<file path="src/rtl/op_scheduler_if.sv">
// Command, controller-configuration and completion signals shared by
// op_scheduler (slave side) and its surrounding fabric (master side).
interface op_scheduler_if #(
    parameter int ADDR_WIDTH = 10
);
    logic                  req0_valid;
    logic                  req0_ready;
    logic [1:0]            req0_opcode;
    logic [ADDR_WIDTH-1:0] req0_op1_addr;
    logic [ADDR_WIDTH-1:0] req0_op2_addr;
    logic [ADDR_WIDTH-1:0] req0_out_addr;

    logic                  req1_valid;
    logic                  req1_ready;
    logic [1:0]            req1_opcode;
    logic [ADDR_WIDTH-1:0] req1_op1_addr;
    logic [ADDR_WIDTH-1:0] req1_op2_addr;
    logic [ADDR_WIDTH-1:0] req1_out_addr;

    logic                  cfg_en;
    logic [1:0]            cfg_opcode;
    logic [ADDR_WIDTH-1:0] cfg_op1_addr;
    logic [ADDR_WIDTH-1:0] cfg_op2_addr;
    logic [ADDR_WIDTH-1:0] cfg_out_addr;
    logic                  ctrl_done;

    logic                  rsp_valid;
    logic                  rsp_ready;
    logic                  rsp_id;
    logic                  rsp_timeout;
    logic                  busy;

    modport master (
        output req0_valid, req0_opcode, req0_op1_addr, req0_op2_addr, req0_out_addr,
        input  req0_ready,
        output req1_valid, req1_opcode, req1_op1_addr, req1_op2_addr, req1_out_addr,
        input  req1_ready,
        input  cfg_en, cfg_opcode, cfg_op1_addr, cfg_op2_addr, cfg_out_addr,
        output ctrl_done,
        input  rsp_valid, rsp_id, rsp_timeout, busy,
        output rsp_ready
    );

    modport slave (
        input  req0_valid, req0_opcode, req0_op1_addr, req0_op2_addr, req0_out_addr,
        output req0_ready,
        input  req1_valid, req1_opcode, req1_op1_addr, req1_op2_addr, req1_out_addr,
        output req1_ready,
        output cfg_en, cfg_opcode, cfg_op1_addr, cfg_op2_addr, cfg_out_addr,
        input  ctrl_done,
        output rsp_valid, rsp_id, rsp_timeout, busy,
        input  rsp_ready
    );
endinterface

</file>
<file path="src/rtl/op_scheduler.sv">
// Round-robin front end for the FHE operation controller: one command in
// flight, one-cycle config strobe, done-or-timeout completion response.
module op_scheduler #(
    parameter int ADDR_WIDTH     = 10,
    parameter int TIMEOUT_CYCLES = 64,
    parameter int TO_WIDTH       = 7
) (
    input logic          clk,
    input logic          rst_n,
    op_scheduler_if.slave bus
);
    typedef enum logic [1:0] {IDLE, ISSUE, WAIT, RESP} state_t;

    localparam logic [TO_WIDTH-1:0] CNT_LAST = TO_WIDTH'(TIMEOUT_CYCLES - 1);

    state_t                state_q, state_d;
    logic                  ptr_q, ptr_d;
    logic [TO_WIDTH-1:0]   cnt_q, cnt_d;
    logic [1:0]            cfg_opcode_q, cfg_opcode_d;
    logic [ADDR_WIDTH-1:0] cfg_op1_addr_q, cfg_op1_addr_d;
    logic [ADDR_WIDTH-1:0] cfg_op2_addr_q, cfg_op2_addr_d;
    logic [ADDR_WIDTH-1:0] cfg_out_addr_q, cfg_out_addr_d;
    logic                  rsp_id_q, rsp_id_d;
    logic                  rsp_timeout_q, rsp_timeout_d;

    logic grant;
    logic idle_open;
    logic accept;

    always_comb begin
        grant = ptr_q;
        if (bus.req0_valid && !bus.req1_valid) begin
            grant = 1'b0;
        end else if (bus.req1_valid && !bus.req0_valid) begin
            grant = 1'b1;
        end
    end

    // rst_n gates ready so nothing is offered while reset is held.
    assign idle_open      = rst_n && (state_q == IDLE);
    assign bus.req0_ready = idle_open && !grant;
    assign bus.req1_ready = idle_open && grant;
    assign accept         = (bus.req0_valid && bus.req0_ready) ||
                            (bus.req1_valid && bus.req1_ready);

    always_comb begin
        state_d        = state_q;
        ptr_d          = ptr_q;
        cnt_d          = cnt_q;
        cfg_opcode_d   = cfg_opcode_q;
        cfg_op1_addr_d = cfg_op1_addr_q;
        cfg_op2_addr_d = cfg_op2_addr_q;
        cfg_out_addr_d = cfg_out_addr_q;
        rsp_id_d       = rsp_id_q;
        rsp_timeout_d  = rsp_timeout_q;

        case (state_q)
            IDLE: begin
                if (accept) begin
                    state_d  = ISSUE;
                    rsp_id_d = grant;
                    ptr_d    = ~grant;
                    if (grant) begin
                        cfg_opcode_d   = bus.req1_opcode;
                        cfg_op1_addr_d = bus.req1_op1_addr;
                        cfg_op2_addr_d = bus.req1_op2_addr;
                        cfg_out_addr_d = bus.req1_out_addr;
                    end else begin
                        cfg_opcode_d   = bus.req0_opcode;
                        cfg_op1_addr_d = bus.req0_op1_addr;
                        cfg_op2_addr_d = bus.req0_op2_addr;
                        cfg_out_addr_d = bus.req0_out_addr;
                    end
                end
            end
            ISSUE: begin
                cnt_d   = '0;
                state_d = WAIT;
            end
            WAIT: begin
                cnt_d = cnt_q + TO_WIDTH'(1);
                // First WAIT cycle ignores done so a level left over from the
                // previous command cannot complete this one.
                if ((cnt_q != '0) && bus.ctrl_done) begin
                    state_d       = RESP;
                    rsp_timeout_d = 1'b0;
                end else if (cnt_q == CNT_LAST) begin
                    state_d       = RESP;
                    rsp_timeout_d = 1'b1;
                end
            end
            RESP: begin
                if (bus.rsp_ready) begin
                    state_d = IDLE;
                end
            end
            default: state_d = IDLE;
        endcase
    end

    always_ff @(posedge clk) begin
        if (!rst_n) begin
            state_q        <= IDLE;
            ptr_q          <= 1'b0;
            cnt_q          <= '0;
            cfg_opcode_q   <= '0;
            cfg_op1_addr_q <= '0;
            cfg_op2_addr_q <= '0;
            cfg_out_addr_q <= '0;
            rsp_id_q       <= 1'b0;
            rsp_timeout_q  <= 1'b0;
        end else begin
            state_q        <= state_d;
            ptr_q          <= ptr_d;
            cnt_q          <= cnt_d;
            cfg_opcode_q   <= cfg_opcode_d;
            cfg_op1_addr_q <= cfg_op1_addr_d;
            cfg_op2_addr_q <= cfg_op2_addr_d;
            cfg_out_addr_q <= cfg_out_addr_d;
            rsp_id_q       <= rsp_id_d;
            rsp_timeout_q  <= rsp_timeout_d;
        end
    end

    assign bus.cfg_en       = (state_q == ISSUE);
    assign bus.cfg_opcode   = cfg_opcode_q;
    assign bus.cfg_op1_addr = cfg_op1_addr_q;
    assign bus.cfg_op2_addr = cfg_op2_addr_q;
    assign bus.cfg_out_addr = cfg_out_addr_q;
    assign bus.rsp_valid    = (state_q == RESP);
    assign bus.rsp_id       = rsp_id_q;
    assign bus.rsp_timeout  = rsp_timeout_q;
    assign bus.busy         = (state_q != IDLE);
endmodule

</file>
<file path="src/flat_wrapper.sv">
// flat-port wrapper written by rule: the top's interface ports become plain ports
module op_scheduler_flat 
#(
    parameter int ADDR_WIDTH     = 10,
    parameter int TIMEOUT_CYCLES = 64,
    parameter int TO_WIDTH       = 7
)
  (clk, rst_n, bus_req0_valid, bus_req0_opcode, bus_req0_op1_addr, bus_req0_op2_addr, bus_req0_out_addr, bus_req0_ready, bus_req1_valid, bus_req1_opcode, bus_req1_op1_addr, bus_req1_op2_addr, bus_req1_out_addr, bus_req1_ready, bus_cfg_en, bus_cfg_opcode, bus_cfg_op1_addr, bus_cfg_op2_addr, bus_cfg_out_addr, bus_ctrl_done, bus_rsp_valid, bus_rsp_id, bus_rsp_timeout, bus_busy, bus_rsp_ready);
  op_scheduler_if #(.ADDR_WIDTH(ADDR_WIDTH)) bus_i ();
  input logic clk;
  input logic rst_n;
  input wire logic [$bits(bus_i.req0_valid)-1:0] bus_req0_valid;
  input wire logic [$bits(bus_i.req0_opcode)-1:0] bus_req0_opcode;
  input wire logic [$bits(bus_i.req0_op1_addr)-1:0] bus_req0_op1_addr;
  input wire logic [$bits(bus_i.req0_op2_addr)-1:0] bus_req0_op2_addr;
  input wire logic [$bits(bus_i.req0_out_addr)-1:0] bus_req0_out_addr;
  output wire logic [$bits(bus_i.req0_ready)-1:0] bus_req0_ready;
  input wire logic [$bits(bus_i.req1_valid)-1:0] bus_req1_valid;
  input wire logic [$bits(bus_i.req1_opcode)-1:0] bus_req1_opcode;
  input wire logic [$bits(bus_i.req1_op1_addr)-1:0] bus_req1_op1_addr;
  input wire logic [$bits(bus_i.req1_op2_addr)-1:0] bus_req1_op2_addr;
  input wire logic [$bits(bus_i.req1_out_addr)-1:0] bus_req1_out_addr;
  output wire logic [$bits(bus_i.req1_ready)-1:0] bus_req1_ready;
  output wire logic [$bits(bus_i.cfg_en)-1:0] bus_cfg_en;
  output wire logic [$bits(bus_i.cfg_opcode)-1:0] bus_cfg_opcode;
  output wire logic [$bits(bus_i.cfg_op1_addr)-1:0] bus_cfg_op1_addr;
  output wire logic [$bits(bus_i.cfg_op2_addr)-1:0] bus_cfg_op2_addr;
  output wire logic [$bits(bus_i.cfg_out_addr)-1:0] bus_cfg_out_addr;
  input wire logic [$bits(bus_i.ctrl_done)-1:0] bus_ctrl_done;
  output wire logic [$bits(bus_i.rsp_valid)-1:0] bus_rsp_valid;
  output wire logic [$bits(bus_i.rsp_id)-1:0] bus_rsp_id;
  output wire logic [$bits(bus_i.rsp_timeout)-1:0] bus_rsp_timeout;
  output wire logic [$bits(bus_i.busy)-1:0] bus_busy;
  input wire logic [$bits(bus_i.rsp_ready)-1:0] bus_rsp_ready;
  assign bus_i.req0_valid = bus_req0_valid;
  assign bus_i.req0_opcode = bus_req0_opcode;
  assign bus_i.req0_op1_addr = bus_req0_op1_addr;
  assign bus_i.req0_op2_addr = bus_req0_op2_addr;
  assign bus_i.req0_out_addr = bus_req0_out_addr;
  assign bus_req0_ready = bus_i.req0_ready;
  assign bus_i.req1_valid = bus_req1_valid;
  assign bus_i.req1_opcode = bus_req1_opcode;
  assign bus_i.req1_op1_addr = bus_req1_op1_addr;
  assign bus_i.req1_op2_addr = bus_req1_op2_addr;
  assign bus_i.req1_out_addr = bus_req1_out_addr;
  assign bus_req1_ready = bus_i.req1_ready;
  assign bus_cfg_en = bus_i.cfg_en;
  assign bus_cfg_opcode = bus_i.cfg_opcode;
  assign bus_cfg_op1_addr = bus_i.cfg_op1_addr;
  assign bus_cfg_op2_addr = bus_i.cfg_op2_addr;
  assign bus_cfg_out_addr = bus_i.cfg_out_addr;
  assign bus_i.ctrl_done = bus_ctrl_done;
  assign bus_rsp_valid = bus_i.rsp_valid;
  assign bus_rsp_id = bus_i.rsp_id;
  assign bus_rsp_timeout = bus_i.rsp_timeout;
  assign bus_busy = bus_i.busy;
  assign bus_i.rsp_ready = bus_rsp_ready;
  op_scheduler #(.ADDR_WIDTH(ADDR_WIDTH), .TIMEOUT_CYCLES(TIMEOUT_CYCLES), .TO_WIDTH(TO_WIDTH)) u_core (.clk(clk), .rst_n(rst_n), .bus(bus_i));
endmodule
</file>
<file path="config.mk">
export PLATFORM = sky130hd
export DESIGN_NAME = op_scheduler_flat
export DESIGN_NICKNAME = d
export VERILOG_FILES = /design/src/rtl/op_scheduler_if.sv /design/src/rtl/op_scheduler.sv /design/src/flat_wrapper.sv
export SDC_FILE = /design/constraint.sdc
export NUM_CORES = 1
export LEC_CHECK = 0
export ABC_CLOCK_PERIOD_IN_PS = 1600
export CORE_ASPECT_RATIO = 0.5
export CORE_MARGIN = 2
export CORE_UTILIZATION = 35
export DETAILED_ROUTE_END_ITERATION = 16
export PLACE_DENSITY_LB_ADDON = 0.12
export SLEW_MARGIN = 20
export SYNTH_ARGS = -nofsm -noshare
export SYNTH_HDL_FRONTEND = slang
export SYNTH_SLANG_ARGS = --single-unit
</file>
<file path="constraint.sdc">
create_clock -name clk -period 1.6 [get_ports clk]
set_clock_uncertainty 0.05 [all_clocks]
set_input_delay 0.24 -clock clk [delete_from_list [all_inputs] [get_ports clk]]
set_output_delay 0.24 -clock clk [all_outputs]
set_load 0.01 [all_outputs]
</file>
== Word level (Yosys, flattened, before mapping) ==
Cells that the tools add are included.
Word-level totals
  register bits after elaboration: 44
  input bits: 70
  output and inout bits: 39
  word-level logic and storage cells: 52
Operators by class
  add/sub/neg operators: 1
  eq/ne operators: 7
  mux-type cells: 14
  bitwise operators: 1
  reduce and logical (&&, ||, !) cells: 20
Operators with widths (count)
  10-bit 2-to-1 mux: 3
  7-bit case mux with 2 select lines: 1
  2-bit 2-to-1 mux: 5
  1-bit logical AND: 8
  2-bit case mux with 4 select lines: 1
  7-bit by 1-bit adder with 7-bit output, second input constant: 1
  7-bit by 6-bit == test with 1-bit output, second input constant: 1
  7-bit nonzero test: 1
  2-bit nonzero test: 3
  2-bit == test, second input constant: 2
  1-bit 2-to-1 mux: 4
  2-bit by 1-bit != test with 1-bit output, second input constant: 2
  2-bit AND reduction: 2
  1-bit logical NOT: 3
  3-bit by 1-bit != test with 1-bit output, second input constant: 1
  3-bit AND reduction: 1
  2-bit by 1-bit == test with 1-bit output, second input constant: 1
  2-bit logical NOT: 1
  1-bit logical OR: 1
  1-bit inverter: 1

== Logic depth before layout (Yosys ltp) ==
  depth in word-level cells: 10
  depth in mapped cells: 6
  depth with buffers taken out: 6

== Least setup slack after synthesis ==
OpenSTA, ideal clock, no wires.
  path kind: register to register
  from: register u_core.cnt_q[0]
  to: register u_core.state_q[0]
  setup time: 0.137 ns
  arrival time: 1.433 ns
  data required time: 1.413 ns
  path slack: -0.019 ns
  stages on the path, launching flop included: 7
  buffers on the path: 0
  period minus slack after synthesis: 1.619 ns
  cells stage by stage: dfxtp_1 > inv_1 > ha_1 > or4b_1 > o31ai_2 > a222oi_1 > mux2i_1
Between the ends
  cells in the longest elaborated chain, start to end: 4
  elaborated cells between the ends (all ways): 7
  classes of those cells: 2 x eq/ne; 2 x mux; 3 x reduce/logical
RTL lines
  start, declared: RTL line op_scheduler.sv:18  | logic [TO_WIDTH-1:0] cnt_q, cnt_d;
  start signal, assigned: RTL line op_scheduler.sv:115  | cnt_q <= cnt_d;
  7-bit nonzero test: RTL line op_scheduler.sv:84  | if ((cnt_q != '0) && bus.ctrl_done) begin
  1-bit logical AND: RTL line op_scheduler.sv:84
  2-bit 2-to-1 mux / 3-bit by 1-bit != test with 1-bit output (equally long branches)
  2-bit case mux with 4 select lines / 3-bit AND reduction (equally long branches)
  end signal, assigned: RTL line op_scheduler.sv:113  | state_q <= state_d;
  end, declared: RTL line op_scheduler.sv:16  | state_t state_q, state_d;
Several ways; a longest one is shown, not always the timed one.
A chain may end at the register's enable or synchronous reset.

== Worst setup path after layout ==
Ends and elaborated chain as after synthesis.

==> results.md <==
- Status: finished, violations left
- Failing checks: setup timing
- Setup ws final: -161.4 ps
- Worst-margin pin slew: around 370 ps
- VDD IR max: between 0.5 and 0.6 mV
- Residual DRC count: 0
- DR pass1 iterations: 4
- Area leader, netlist: dfxtp_1
- CTS tree: done
- Max Cap Viol: 0
- RSZ-0062 raised after global routing: yes
- Grt total ovfl: 0
- Reg clk slew, reported paths: approximately 60 ps
- Die X: between 100 and 150 um
- Met3 Usage GRT: between 5 and 6%
- H-tree depth: 2
- CTS Root Cell: clkbuf_16
- Fillers: between 400 and 500
- Initial Util: between 30% and 40%
- Post-Syn Area: between 1500 and 2000 um2
- Via count: around 2.1k
- Die height: 57.36 um
- Met2 usage: between 30% and 40%
- Post-Synthesis Cells: 221
- P&R area growth vs syn: 82.42%
- Via-to-Cell Ratio: a little under 5
- Largest net degree at the start of global routing: 37
- Min Tclk post-route: about 1800 ps
- Final antenna-violating net count: 0
- Cell with the most instances after synthesis: dfxtp_1
- Layout cells sized above 1: 19.01%
- GRT met1 Usage: 19.00%
- Worst Path Required: 1720 ps
- Top post-synthesis cells by area: dfxtp_1, mux2i_1, o21ai_0
- Final nets: 439
- Crit start category: flip-flop
- Design Power: 4.784 mW
- Total GRT Usage: a little under a fifth
- Commonest cells post-synth: dfxtp_1, o21ai_0, mux2i_1, nand3_1
- Synth warnings: 0
- Number of global-route vias before repair: roughly 2.2k
- Row cnt: 19
- Global-route wire length before repair: about 9300 um
- Post-detail-place hpwl: approximately 4200 um
- Yosys top cell area share: between 40% and 50%
- Setup CP Type: flip-flop to flip-flop
- CTS max path bufs: 2
- Final Util: ~66%
- Skew-Pair Late Insertion Delay: around 280 ps
- DR iter-0 viols: 85
- Inserted Clock Buffers: 5
- Hold-fix buffers, CTS: 0
- Slew Viols, Final: 0
- GR peak layer: met2
- Setup Viol. Count Final: 3
- Total core area: ~5500 um2
- Die area: between 6000 and 7000 um2
- Post-synth EDFFs: 0
- Cell area after layout: 3636 um2
- Crit share post-route: 110.1%
- Max_slew headroom: 75.48%
- Syn_nets: slightly below 300
- Total Routed Length: roughly 5600 um
- # diodes: 0
- Fin cells: 436
- Port Buffer Count: about 110
- Routability cong.: between 0.7 and 0.8
- Max Fclk: around 0.57 GHz
- I/O pins: 109
- CP max FO: 2
- Ys flop type: dfxtp_1
- Sinks on Clock Net: between 40 and 50
- Library cells used by synthesis: 25
- Final Hold Fails: 0
- Power density over the cells: 1316 nW/um2
- Critical path capture point type: flip-flop
- Pleak: ~1.5 nW
- Post-synth ARST share: 0%
- Synthesis-stage register bit count: 44
- Avg WL per Cell: roughly 13 um
- Area after DPL: approximately 3400 um2
- CP Data Arrival Time: 1880 ps
- Sequential share of the synthesized area: between 40 and 50%
- Antenna violations before repair: 0
- Avg Cell Area, Syn: around 9.0 um2
- DP Cell Count: 420
- Hold Crit Class: flip-flop to flip-flop
placed cells by master, fill, tap and decap left out:
master             n
clkbuf_8           2
o31ai_4            1
or4b_4             1
nor2_1             5
ha_4               2
clkdlybuf4s50_1  101
xor2_1             3
o21bai_1           1
a222oi_1           1
o221a_4            1
inv_2              5
mux2i_1           34
nand4b_1           1
a21oi_1            5
buf_2              2
dfxtp_1           41
nor3_1             1
o21ai_0           36
or3_1              2
dfxtp_2            3
nand4_1            2
buf_6              3
and3_1             1
buf_8              1
a21oi_2            1
o21a_1             1
o21ai_1            1
ha_1               4
nand3_1           33
o211ai_1           1
dlygate4sd2_1      4
nand3_2            1
buf_4             38
nand2_1           11
inv_1              5
clkbuf_2           1
maj3_2             1
clkbuf_16          5
nor3_2             1
sequential cells by signal, summed over array words and instances (netlist names):
| name | flops |
|---|---|
| u_core.bus.cfg_out_addr | 10 |
| u_core.bus.rsp_timeout | 1 |
| u_core.cnt_q | 7 |
| u_core.bus.cfg_opcode | 2 |
| u_core.ptr_q | 1 |
| u_core.bus.rsp_id | 1 |
| u_core.bus.cfg_op1_addr | 10 |
| u_core.bus.cfg_op2_addr | 10 |
| u_core.state_q | 2 |
worst max-delay path, stage by stage (launching register included):
cell	delay [ps]
dfxtp_2	330
inv_2	70
ha_4	110
or4b_4	470
o31ai_4	220
a222oi_1	130
buf_4	160
mux2i_1	100
cell type report:
cell class | count | area [um2] | share of cell area, %
multi-input cells | 152 | 1075 | 29.56
inverters | 10 | 37.54 | 1.032
repair buffers | 150 | 1395 | 38.37
flip-flops and latches | 44 | 884.6 | 24.33
well taps | 73 | 91.34 | 2.512
clock buffers | 7 | 152.6 | 4.198
logic make-up after synthesis:
| logic type | share of synthesized area [%] |
|---|---|
| adder cells (fa/ha/maj) | 4.269 |
| AO/OA/AOI/OAI | 13.62 |
| buffers and inverters | 4.959 |
| flip-flops | 44.19 |
| multiplexers | 17.07 |
| AND/OR/NAND/NOR | 14.56 |
| XOR/XNOR | 1.319 |
stage by stage:
stage / hold slack, ps / setup slack, ps / TNS [ps]
2_1_floorplan: 374.5 / 1.175 / 0
3_3_place_gp: 389.8 / -494.9 / -8297
3_5_place_dp: 392.6 / -560.0 / -10010
4_1_cts: 406.9 / -125.1 / -524.0
5_1_grt: 431.1 / -226.1 / -598.0
6_report: 412.7 / -161.4 / -429.8
path summary, 6_finish.rpt:
| kind | from | to | slack (ps) | depth (start not counted) |
|---|---|---|---|---|
| max | u_core.cnt_q[0]$_SDFFE_PN0P_ | u_core.state_q[0]$_SDFFE_PN0P_ | -160 | 7 |
| min | u_core.bus.rsp_id$_SDFFE_PN0P_ | u_core.bus.rsp_id$_SDFFE_PN0P_ | 410 | 2 |
| max reg2reg | u_core.cnt_q[0]$_SDFFE_PN0P_ | u_core.state_q[0]$_SDFFE_PN0P_ | -160 | 7 |
| min reg2reg | u_core.bus.rsp_id$_SDFFE_PN0P_ | u_core.bus.rsp_id$_SDFFE_PN0P_ | 410 | 2 |
power by group:
part / leakage (nW) / internal [mW] / switching, mW
clock network: 0.0760 / 0.655 / 0.396
logic: 1.03 / 1.24 / 0.950
registers: 0.364 / 1.40 / 0.149
per-layer routing:
layer	vias to the layer above	part of all wire [%]
met5	-	0
met4	0	1.3
met3	7	5.4
met2	51	53
met1	966	41
li1	1069	-
repair_timing:
action / 4_1_cts / 5_1_grt
hold endpoints to repair: 0 / 0
pin swaps: 3 / 2
buffers inserted: 11 / 3
gates resized for setup: 24 / 13
endpoints found under the setup margin: 26 / 30
No activity file was read; power rests on OpenSTA's default activity.
